--- src/rtl/psg_write_arbiter.sv ---
// Round-robin arbiter for the PSG register-write port, with per-requester voice
// ownership filtering, merged enable register (reg 15) and a post-reset clear sweep.
module psg_write_arbiter #(
    parameter int NREQ    = 2,
    parameter int NVOICES = 4
) (
    input  logic                      clk,
    input  logic                      reset,
    input  logic [NREQ-1:0]           i_req_valid,
    input  logic [4*NREQ-1:0]         i_req_sel,
    input  logic [8*NREQ-1:0]         i_req_data,
    input  logic [NVOICES*NREQ-1:0]   i_own_mask,
    output logic [NREQ-1:0]           o_req_ready,
    output logic [3:0]                o_psg_sel,
    output logic [7:0]                o_psg_data,
    output logic                      o_psg_write,
    output logic [7:0]                o_drop_count,
    output logic                      o_busy_init
);

    localparam int IDXW = (NREQ > 1) ? $clog2(NREQ) : 1;

    typedef enum logic {
        S_INIT = 1'b0,
        S_RUN  = 1'b1
    } state_t;

    state_t               r_state;
    state_t               w_state_next;
    logic [3:0]           r_init_cnt;
    logic [IDXW-1:0]      r_ptr;
    logic [NVOICES-1:0]   r_shadow;
    logic [7:0]           r_drop;
    logic [3:0]           r_psg_sel;
    logic [7:0]           r_psg_data;
    logic                 r_psg_write;

    logic [3:0]           w_sel_arr  [NREQ];
    logic [7:0]           w_data_arr [NREQ];
    logic [NVOICES-1:0]   w_own_arr  [NREQ];

    genvar gi;
    generate
        for (gi = 0; gi < NREQ; gi++) begin : g_unpack
            assign w_sel_arr[gi]  = i_req_sel[4*gi +: 4];
            assign w_data_arr[gi] = i_req_data[8*gi +: 8];
            assign w_own_arr[gi]  = i_own_mask[NVOICES*gi +: NVOICES];
        end
    endgenerate

    // Round-robin search: iterate from farthest to nearest so the nearest valid
    // index after the pointer is the one that sticks.
    logic            w_found;
    logic [IDXW-1:0] w_gnt_idx;
    logic            w_grant;

    always_comb begin
        logic [IDXW-1:0] idx;
        idx       = '0;
        w_found   = 1'b0;
        w_gnt_idx = r_ptr;
        for (int k = NREQ; k >= 1; k--) begin
            idx = IDXW'((int'(r_ptr) + k) % NREQ);
            if (i_req_valid[idx]) begin
                w_found   = 1'b1;
                w_gnt_idx = idx;
            end
        end
    end

    // A request seen in the reset cycle must not be acknowledged.
    assign w_grant = w_found && (r_state == S_RUN) && !reset;

    always_comb begin
        o_req_ready = '0;
        if (w_grant) begin
            o_req_ready[w_gnt_idx] = 1'b1;
        end
    end

    logic [3:0]         w_g_sel;
    logic [7:0]         w_g_data;
    logic [NVOICES-1:0] w_g_own;
    logic               w_fwd;
    logic               w_en_wr;
    logic [NVOICES-1:0] w_new_shadow;
    logic [7:0]         w_out_data;

    assign w_g_sel  = w_sel_arr[w_gnt_idx];
    assign w_g_data = w_data_arr[w_gnt_idx];
    assign w_g_own  = w_own_arr[w_gnt_idx];

    always_comb begin
        w_fwd        = 1'b0;
        w_en_wr      = 1'b0;
        w_new_shadow = r_shadow;
        w_out_data   = w_g_data;
        if (w_g_sel < 4'd12) begin
            w_fwd = w_g_own[w_g_sel[1:0]];
        end else if (w_g_sel == 4'd15) begin
            // Only the requester's own enable bits change; others keep their last value.
            w_en_wr      = |w_g_own;
            w_fwd        = |w_g_own;
            w_new_shadow = (r_shadow & ~w_g_own) | (w_g_data[NVOICES-1:0] & w_g_own);
            w_out_data   = 8'(w_new_shadow);
        end
    end

    always_comb begin
        w_state_next = r_state;
        if (r_state == S_INIT && r_init_cnt == 4'd15) begin
            w_state_next = S_RUN;
        end
    end

    always_ff @(posedge clk) begin
        if (reset) begin
            r_state <= S_INIT;
        end else begin
            r_state <= w_state_next;
        end
    end

    always_ff @(posedge clk) begin
        if (reset) begin
            r_init_cnt  <= 4'd0;
            r_ptr       <= IDXW'(NREQ - 1);
            r_shadow    <= '0;
            r_drop      <= 8'd0;
            r_psg_sel   <= 4'd0;
            r_psg_data  <= 8'd0;
            r_psg_write <= 1'b0;
        end else if (r_state == S_INIT) begin
            r_psg_write <= 1'b1;
            r_psg_sel   <= r_init_cnt;
            r_psg_data  <= 8'd0;
            r_init_cnt  <= r_init_cnt + 4'd1;
        end else begin
            r_psg_write <= w_grant && w_fwd;
            if (w_grant) begin
                r_ptr <= w_gnt_idx;
                if (w_fwd) begin
                    r_psg_sel  <= w_g_sel;
                    r_psg_data <= w_out_data;
                end else if (r_drop != 8'hFF) begin
                    r_drop <= r_drop + 8'd1;
                end
                if (w_en_wr) begin
                    r_shadow <= w_new_shadow;
                end
            end
        end
    end

    assign o_psg_sel    = r_psg_sel;
    assign o_psg_data   = r_psg_data;
    assign o_psg_write  = r_psg_write;
    assign o_drop_count = r_drop;
    assign o_busy_init  = (r_state == S_INIT);

endmodule

--- config.mk ---
export PLATFORM = sky130hd
export DESIGN_NAME = psg_write_arbiter
export DESIGN_NICKNAME = d
export VERILOG_FILES = /design/src/rtl/psg_write_arbiter.sv
export SDC_FILE = /design/constraint.sdc
export NUM_CORES = 1
export LEC_CHECK = 0
export BUFFER_PORTS_ARGS = -buffer_cell sky130_fd_sc_hd__clkbuf_2
export CORE_MARGIN = 3
export CORE_UTILIZATION = 35
export CTS_CLUSTER_DIAMETER = 50
export DETAILED_ROUTE_END_ITERATION = 10
export GPL_ROUTABILITY_DRIVEN = 1
export PLACE_DENSITY = 0.56
export SKIP_CTS_REPAIR_TIMING = 1
export SYNTH_ARGS = -nofsm -noshare
export SYNTH_HDL_FRONTEND = slang
export SYNTH_SLANG_ARGS = --single-unit
--- constraint.sdc ---
create_clock -name clk -period 3.5 [get_ports clk]
set_clock_uncertainty 0.1 [all_clocks]
set_input_delay 0.35 -clock clk [delete_from_list [all_inputs] [get_ports clk]]
set_output_delay 0.35 -clock clk [all_outputs]
set_load 0.05 [all_outputs]
Yosys cells after proc, flatten, opt, wreduce, memory -nomap -nowiden
Cells that the tools add are included.
Widths: inputs -> output; s select.
{"block": "word_totals", "rom_bits": 0, "mem_count": 0, "register_bits": 31, "latchBits": 0, "inputBits": 36, "ramBits": 0, "wordCells": 76}
{"block": "op_classes", "mux": 31, "multipliers": 0, "reduce_logical": 13, "div_mod_pow": 0, "n_bitwise": 8, "n_eq_ne": 5, "shift": 0, "order_cmp": 7, "addsub": 4}
{"operator": "$mux 8", "n": 5}
{"operator": "$mux 4", "n": 9}
{"operator": "$mux 1", "n": 14}
{"operator": "$add 8x1->8 const B", "n": 1}
{"operator": "$and 4x4->4", "n": 2}
{"operator": "$eq 4x4->1 const B", "n": 2}
{"operator": "$ne 8x8->1 const B", "n": 1}
{"operator": "$lt 1x2->1 const B", "n": 3}
{"operator": "$reduce_and 2->1", "n": 3}
{"operator": "$logic_and 1x1->1", "n": 5}
{"operator": "$reduce_and 5->1", "n": 1}
{"operator": "$add 4x1->4 const B", "n": 1}
{"operator": "$lt 4x4->1 const B", "n": 1}
{"operator": "$ne 2x1->1 const B", "n": 2}
{"operator": "$not 4->4", "n": 1}
{"operator": "$or 4x4->4", "n": 1}
{"operator": "$reduce_and 4->1", "n": 1}
{"operator": "$reduce_or 4->1", "n": 1}
{"operator": "$lt 2x3->1 const B", "n": 1}
{"operator": "$not 1->1", "n": 3}
{"operator": "$add 1x1->1 const B", "n": 2}
{"operator": "$bmux 1 s2", "n": 1}
{"operator": "$ge 2x2->1 const B", "n": 1}
{"operator": "$mux 2", "n": 1}
{"operator": "other kinds (5)", "n": 5}

Longest topological paths before layout
Gate-level depths: netlist (run 1).
{"block": "depth", "depth_word": 15, "ltp_mapped": 8, "depth_no_buf": 5}

Worst setup path after synthesis (run 1)
OpenSTA, ideal clock, no wires.
{"block": "synth_timing", "path_type": "input to register", "start": "input reset", "end": "register r_psg_sel[0] (netlist: o_psg_sel[0])", "cell_stages": 6, "required_time_ps": 3272, "path_buffers": 1, "setup_ps": 128, "setup_slack_ps": 1078, "arrival_time_ps": 2194, "path_cell_list": "clkbuf_1 nand2b_2 a211oi_2 a22oi_1 o21ai_0 o32ai_1"}
{"block": "synth_between", "elab_chain_cells": 4}
{"element": "start: declaration", "line": "8", "text": "input logic reset,"}
{"element": "$logic_not 1->1", "line": "72", "text": "assign w_grant = w_found && (r_state == S_RUN) && !reset;"}
{"element": "$logic_and 1x1->1", "line": "72"}
{"element": "$ne 2x1->1 (no line)"}
{"element": "$reduce_and 2->1 (no line)"}
{"element": "end signal: assignment", "line": "135", "text": "r_psg_sel <= r_init_cnt;"}
{"element": "end signal: assignment", "line": "143", "text": "r_psg_sel <= w_g_sel;"}
{"element": "end: declaration", "line": "34", "text": "logic [3:0] r_psg_sel;"}
Several ways; a longest one is shown, not always the timed one.
A chain may end at the register's enable or synchronous reset.

Worst setup path after layout (run 1)
{"block": "layout_timing", "start": "register r_state", "end": "output o_req_ready[1]"}
{"block": "layout_between", "elab_chain_cells": 3}
{"element": "start: declaration", "line": "28", "text": "state_t r_state;"}
{"element": "start signal: assignment", "line": "120", "text": "r_state <= w_state_next;"}
{"element": "$logic_and 1x1->1 (2 in a row)", "line": "72"}
{"element": "$mux 2", "line": "76", "text": "if (w_grant) begin"}
{"element": "end: declaration", "line": "13", "text": "output logic [NREQ-1:0] o_req_ready,"}
No other way between the ends.

==> results.txt, run 1 <==
----------------------------------------------------
[Worst setup path]
  Worst Path Required ... 3.05 ns
  Setup crit end kind ... output pin
  Worst setup SP type ... flip-flop
  Biggest fanout along the worst timing path ... 11
  Class of the most critical setup path ... reg -> out
  Worst EP arrival ... 1.82 ns

[Timing]
  RSZ-0062 raised after global routing ... false
  Smallest setup slack after layout ... 1.23 ns
  Setup violators final ... 0
  Fmax ... 440 MHz
  Slew at the pin closest to its max-slew limit ... 0.705 ns
  Worst hold-check slack ... 0.294 ns
  Period utilization ... 0.650
  Max-slew violations ... 0
  Number of hold-slack violations in the final timing report ... 0
  Slew Limit Headroom ... 0.530
  Min cycle time layout ... 2.27 ns
  Final-layout setup total negative slack ... 0 ns

[Synthesis]
  Share of synthesized registers carrying an async set or reset ... 0
  Post-synth top area share ... 0.334
  Syn. warnings ... 0
  Synth area leader ... sky130_fd_sc_hd__dfxtp_1
  Ranking of synthesized cells by instance count ... sky130_fd_sc_hd__dfxtp_1, sky130_fd_sc_hd__mux2i_1, sky130_fd_sc_hd__a21oi_1, sky130_fd_sc_hd__nor2_1, sky130_fd_sc_hd__nand3_1
  Number of flops mapped to enable cells by yosys ... 0
  Primary FF master, synth ... sky130_fd_sc_hd__dfxtp_1
  Sequential element share of the synthesized area ... 0.334
  Most frequent cell after synthesis ... sky130_fd_sc_hd__dfxtp_1
  Number of distinct library cells after synthesis ... 57
  Post-synthesis instance area ... 1860 µm²
  Number of synthesized register bits ... 31
  Instance count of the mapped netlist ... 198
  Mean post-synth cell area ... 9.39 µm²
  Largest cells by area after synthesis ... sky130_fd_sc_hd__dfxtp_1, sky130_fd_sc_hd__mux2i_1, sky130_fd_sc_hd__mux2_2
  Mapped Nets ... 236

[Floorplanning]
  Top Ports ... 60
  Die footprint ... 6220 µm²
  Die W ... 78.9 µm
  Number of standard-cell rows in the floorplan ... 25
  Die span in y ... 78.9 µm
  Effective utilization at floorplan ... 0.379
  Placeable core region ... 4910 µm²

[GRT]
  Met2 track demand over resource ... 0.270
  Met1 routing resource usage after global routing ... 0.232
  GRT Residual Overflow ... 0
  Largest net degree at the start of global routing ... 25
  First-pass GRT wire length ... 8590 µm
  Global-route layer with the greatest usage ... met2
  Initial antenna violation count ... 0
  Total global-route track usage ... 0.172
  Via count of the first global-routing pass ... 1791
  Routing usage on met3 ... 0.0533

[Placement]
  Post-detailed-placement half-perimeter wirelength ... 3780 µm
  Weighted congestion reported at the end of routability-driven placement ... 0.806
  Buffers on Ports ... 59
  Place WS ... 1.14 ns
  Placed cell areas ... 2180 µm²

[CTS]
  Sink Count ... 31
  Maximum buffer depth of the clock tree ... 2
  Number of buffers created by CTS ... 5
  Clock tree from TritonCTS ... built
  Total number of H-tree levels ... 2
  Clock-pin slew reported for the worst setup and hold paths after clock tree synthesis ... 0.07 ns
  Worst-Skew Late Latency ... 0.27 ns
  Clock root buffer ... sky130_fd_sc_hd__clkbuf_8

[Cells and area]
  Post-route cell area ... 2270 µm²
  Share of layout cells above drive strength 1 ... 0.345
  Number of antenna diodes ... 0
  Layout overhead on the synthesized area ... 22.0%
  NumNets Final ... 293

[Drt]
  Remaining routing DRC violations ... 0
  Per-cell routed wire length ... 15.3 µm
  DRT iter0 DRCs ... 107
  First-pass iteration count of the detailed router ... 4
  Post-route antenna net violation count ... 0
  Detail-routed via count per cell ... 5.53
  Vias ... 1781
  Detailed Route WL ... 4910 µm

[Power and ir drop]
  Total power of the final layout ... 760 µW
  Leakage power of the design ... 0.000954 µW
  P per Cell Area ... 335 nW/µm²
  Maximum vdd drop ... 0.163 mV

[Run status]
  Result of the run ... completed

[Job]
  Total of max-cap violations ... 0

[Hold path]
  Path category of the worst min-delay check ... in -> reg

----------------------------------------------------
[per-stage QoR]
step,utilization,std cells
detailed placement,0.444,315
global route,0.462,322
floorplan,-,198
finish,0.462,322
global placement,0.444,315
CTS,0.462,322
[worst paths after layout]
kind | slack [ns] | end | cells past startpoint | startpoint
max | 1.23 | o_req_ready[1] | 3 | r_state
min | 0.29 | o_psg_data[5] | 3 | i_req_data[13]
max reg2reg | 1.24 | o_drop_count[5] | 5 | r_ptr
min reg2reg | 0.37 | o_psg_data[2] | 2 | o_psg_data[2]
[layout by cell type (no fill, tap or decap), types with 7 or more instances in the layout]
master	instances
sky130_fd_sc_hd__a21oi_1	12
sky130_fd_sc_hd__mux2_2	9
sky130_fd_sc_hd__clkbuf_2	59
sky130_fd_sc_hd__nor2_1	12
sky130_fd_sc_hd__o21ai_0	7
sky130_fd_sc_hd__nand3_1	10
sky130_fd_sc_hd__mux2i_1	13
sky130_fd_sc_hd__dfxtp_1	31
sky130_fd_sc_hd__nand4_1	8
[report_power, final]
part	leakage [µW]	internal, µW	total, µW	switching, µW
clock	0.0000470	154	281	127
combinational	0.000656	48.8	115	66.4
sequential	0.000251	358	363	4.87
total	0.000954	561	760	198
[state kept, by name, summed over array words and instances (netlist names)]
register      flops
o_psg_write       1
r_init_cnt        4
r_ptr             1
r_shadow          4
o_drop_count      8
o_psg_sel         4
o_psg_data        8
r_state           1
[worst max-delay path: stages, from the launching register on]
cell and delay (ns):
sky130_fd_sc_hd__dfxtp_1 0.61, sky130_fd_sc_hd__nand2b_2 0.20, sky130_fd_sc_hd__nor4_4 0.39, sky130_fd_sc_hd__clkbuf_2 0.35
[cells by family after synthesis]
| logic type | share of synthesized area |
|---|---|
| compound gates | 0.256 |
| xor+xnor | 0.0141 |
| fa+ha+maj | 0.0135 |
| buf+inv | 0.0431 |
| flops | 0.334 |
| mux | 0.139 |
| simple gates | 0.201 |
[layout make-up]
cell class	count	area [µm²]
multi-input cells	153	1160
flip-flops and latches	31	621
inverters	4	15.0
repair buffers	60	303
fillers	502	2640
clock inverters	1	5.00
clock buffers	6	82.6
well taps	67	83.8
[routing by layer]
metal	part of all wire	vias up	wire [µm]
li1	-	892	-
met1	0.45	828	2230
met2	0.47	59	2310
met3	0.072	2	355
met4	0.0049	0	24
met5	0	-	0
(Power assumes the default switching activity.)
==> inputs of run 2 (changes only) <==
Settings changed: PLACE_DENSITY 0.56 to 0.58.
Clock period 3.5 ns to 1.9 ns, I/O delays scaled along.
==> results.txt, run 2 (synthesis gave the netlist of run 1 again) <==
----------------------------------------------------
[Drt]
  DRT iter0 DRCs ... 69 (-36%)
  Remaining routing DRC violations ... 0 (unchanged)
  Per-cell routed wire length ... 15.0 µm (-1.8%)
  Post-route antenna net violation count ... 0 (unchanged)
  Vias ... 1946 (+9.3%)
  First-pass iteration count of the detailed router ... 4 (unchanged)
  Detailed Route WL ... 5420 µm (+10%)
  Detail-routed via count per cell ... 5.38 (-2.8%)

[GRT]
  Initial antenna violation count ... 0 (unchanged)
  GRT Residual Overflow ... 0 (unchanged)
  Largest net degree at the start of global routing ... 13 (-48%)
  Met2 track demand over resource ... 0.310 (+0.0399)
  Met1 routing resource usage after global routing ... 0.216 (-0.0155)
  Routing usage on met3 ... 0.0397 (-0.0136)
  Via count of the first global-routing pass ... 1938 (+8.2%)
  First-pass GRT wire length ... 8740 µm (+1.8%)
  Global-route layer with the greatest usage ... met2
  Total global-route track usage ... 0.178 (+0.00569)

[Timing]
  Period utilization ... 1.03
  Worst hold-check slack ... 0.126 ns (-0.168 ns)
  Fmax ... 509 MHz
  Slew Limit Headroom ... 0.689 (+0.159)
  Smallest setup slack after layout ... -0.0658 ns (-1.29 ns)
  Max-slew violations ... 0 (unchanged)
  Number of hold-slack violations in the final timing report ... 0 (unchanged)
  Setup violators final ... 2 (+2)
  Slew at the pin closest to its max-slew limit ... 0.467 ns (-0.238 ns)
  RSZ-0062 raised after global routing ... true
  Min cycle time layout ... 1.97 ns

[Floorplanning]
  Die W ... 78.9 µm (unchanged)
  Die span in y ... 78.9 µm (unchanged)
  Effective utilization at floorplan ... 0.379 (unchanged)
  Placeable core region ... 4910 µm² (unchanged)
  Die footprint ... 6220 µm² (unchanged)
  Top Ports ... 60 (unchanged)
  Number of standard-cell rows in the floorplan ... 25 (unchanged)

[CTS]
  Number of buffers created by CTS ... 5 (unchanged)
  Clock-pin slew reported for the worst setup and hold paths after clock tree synthesis ... 0.07 ns (about the same)
  Clock tree from TritonCTS ... built
  Worst-Skew Late Latency ... 0.29 ns (+0.02 ns)
  Total number of H-tree levels ... 2 (unchanged)
  Sink Count ... 31 (unchanged)
  Clock root buffer ... sky130_fd_sc_hd__clkbuf_8
  Maximum buffer depth of the clock tree ... 2 (unchanged)

[Placement]
  Post-detailed-placement half-perimeter wirelength ... 4190 µm (+11%)
  Placed Cells ... 350 (+11%)
  Weighted congestion reported at the end of routability-driven placement ... 0.757 (-6.0%)
  Buffers on Ports ... 59 (unchanged)

[Worst setup path]
  Class of the most critical setup path ... reg -> out
  Worst Path Required ... 1.61 ns (-1.44 ns)
  Setup crit end kind ... output pin
  Biggest fanout along the worst timing path ... 6 (-5)
  Worst EP arrival ... 1.68 ns (-0.14 ns)
  Worst setup SP type ... flip-flop

[Run status]
  Violated checks ... setup timing
  Result of the run ... complete, but fails checks

[Power and ir drop]
  Maximum vdd drop ... 0.366 mV (+120%)
  Leakage power of the design ... 0.00118 µW (+24%)
  P per Cell Area ... 601 nW/µm² (+79%)

[Cells and area]
  Share of layout cells above drive strength 1 ... 0.478 (+0.133)
  Post-Route Utilization ... 0.546 (+0.0846)
  Most common cell after layout, fill and taps aside ... sky130_fd_sc_hd__clkbuf_2
  Number of antenna diodes ... 0 (unchanged)
  NumNets Final ... 332 (+13%)
  Top library cells by usage in the layout, fill and taps aside ... sky130_fd_sc_hd__clkbuf_2, sky130_fd_sc_hd__buf_4, sky130_fd_sc_hd__dfxtp_1
  Number of cells in the finished layout apart from fillers ... 362 (+12%)
  Layout overhead on the synthesized area ... 44.3%

[Hold path]
  Path category of the worst min-delay check ... in -> reg

[Job]
  Total of max-cap violations ... 0 (unchanged)

----------------------------------------------------
run 2: worst max-delay path, cell delays in order, from the launching register on:
cell,delay (ns)
sky130_fd_sc_hd__dfxtp_4,0.36
sky130_fd_sc_hd__or2_4,0.26
sky130_fd_sc_hd__buf_6,0.14
sky130_fd_sc_hd__a211oi_4,0.32
sky130_fd_sc_hd__buf_4,0.18
sky130_fd_sc_hd__buf_8,0.13
run 2: final timing paths:
path                                     start        endpoint  slack (ns)  cells after the start
worst max register to register           r_ptr     r_shadow[2]           0                      5
worst min-delay path            i_req_data[13]   o_psg_data[5]        0.13                      3
worst min register to register   o_psg_data[3]   o_psg_data[3]        0.37                      2
worst max-delay path                     r_ptr  o_req_ready[0]       -0.07                      5
run 2: through the flow:
step / power, µW / area, µm² / setup WS (ns) / TNS, ns
2_1_floorplan: 831 / 1890 / -0.294 / -3.10
3_3_place_gp: 932 / 2460 / -0.125 / -0.808
3_5_place_dp: 934 / 2460 / -0.157 / -1.12
4_1_cts: 1620 / 2580 / -0.215 / -0.392
5_1_grt: 1670 / 2680 / -0.119 / -0.544
6_report: 1610 / 2680 / -0.0658 / -0.0689
run 2: final cells by class:
type | instances | area (µm²)
repair buffers | 98 | 604
multi-input cells | 154 | 1230
inverters | 4 | 15.0
clock inverters | 2 | 35.0
well taps | 67 | 83.8
fillers | 466 | 2230
flip-flops and latches | 31 | 628
clock buffers | 6 | 82.6
run 2: per-layer routing:
layer	part of all wire	up-vias	wire, µm
met4	0.011	0	60
met1	0.44	908	2390
met5	0	-	0
met3	0.063	7	339
li1	-	969	-
met2	0.48	62	2630
run 2: power breakdown:
group          internal, µW  switching [µW]
sequential              658            8.93
combinational           121             136
clock                   424             264
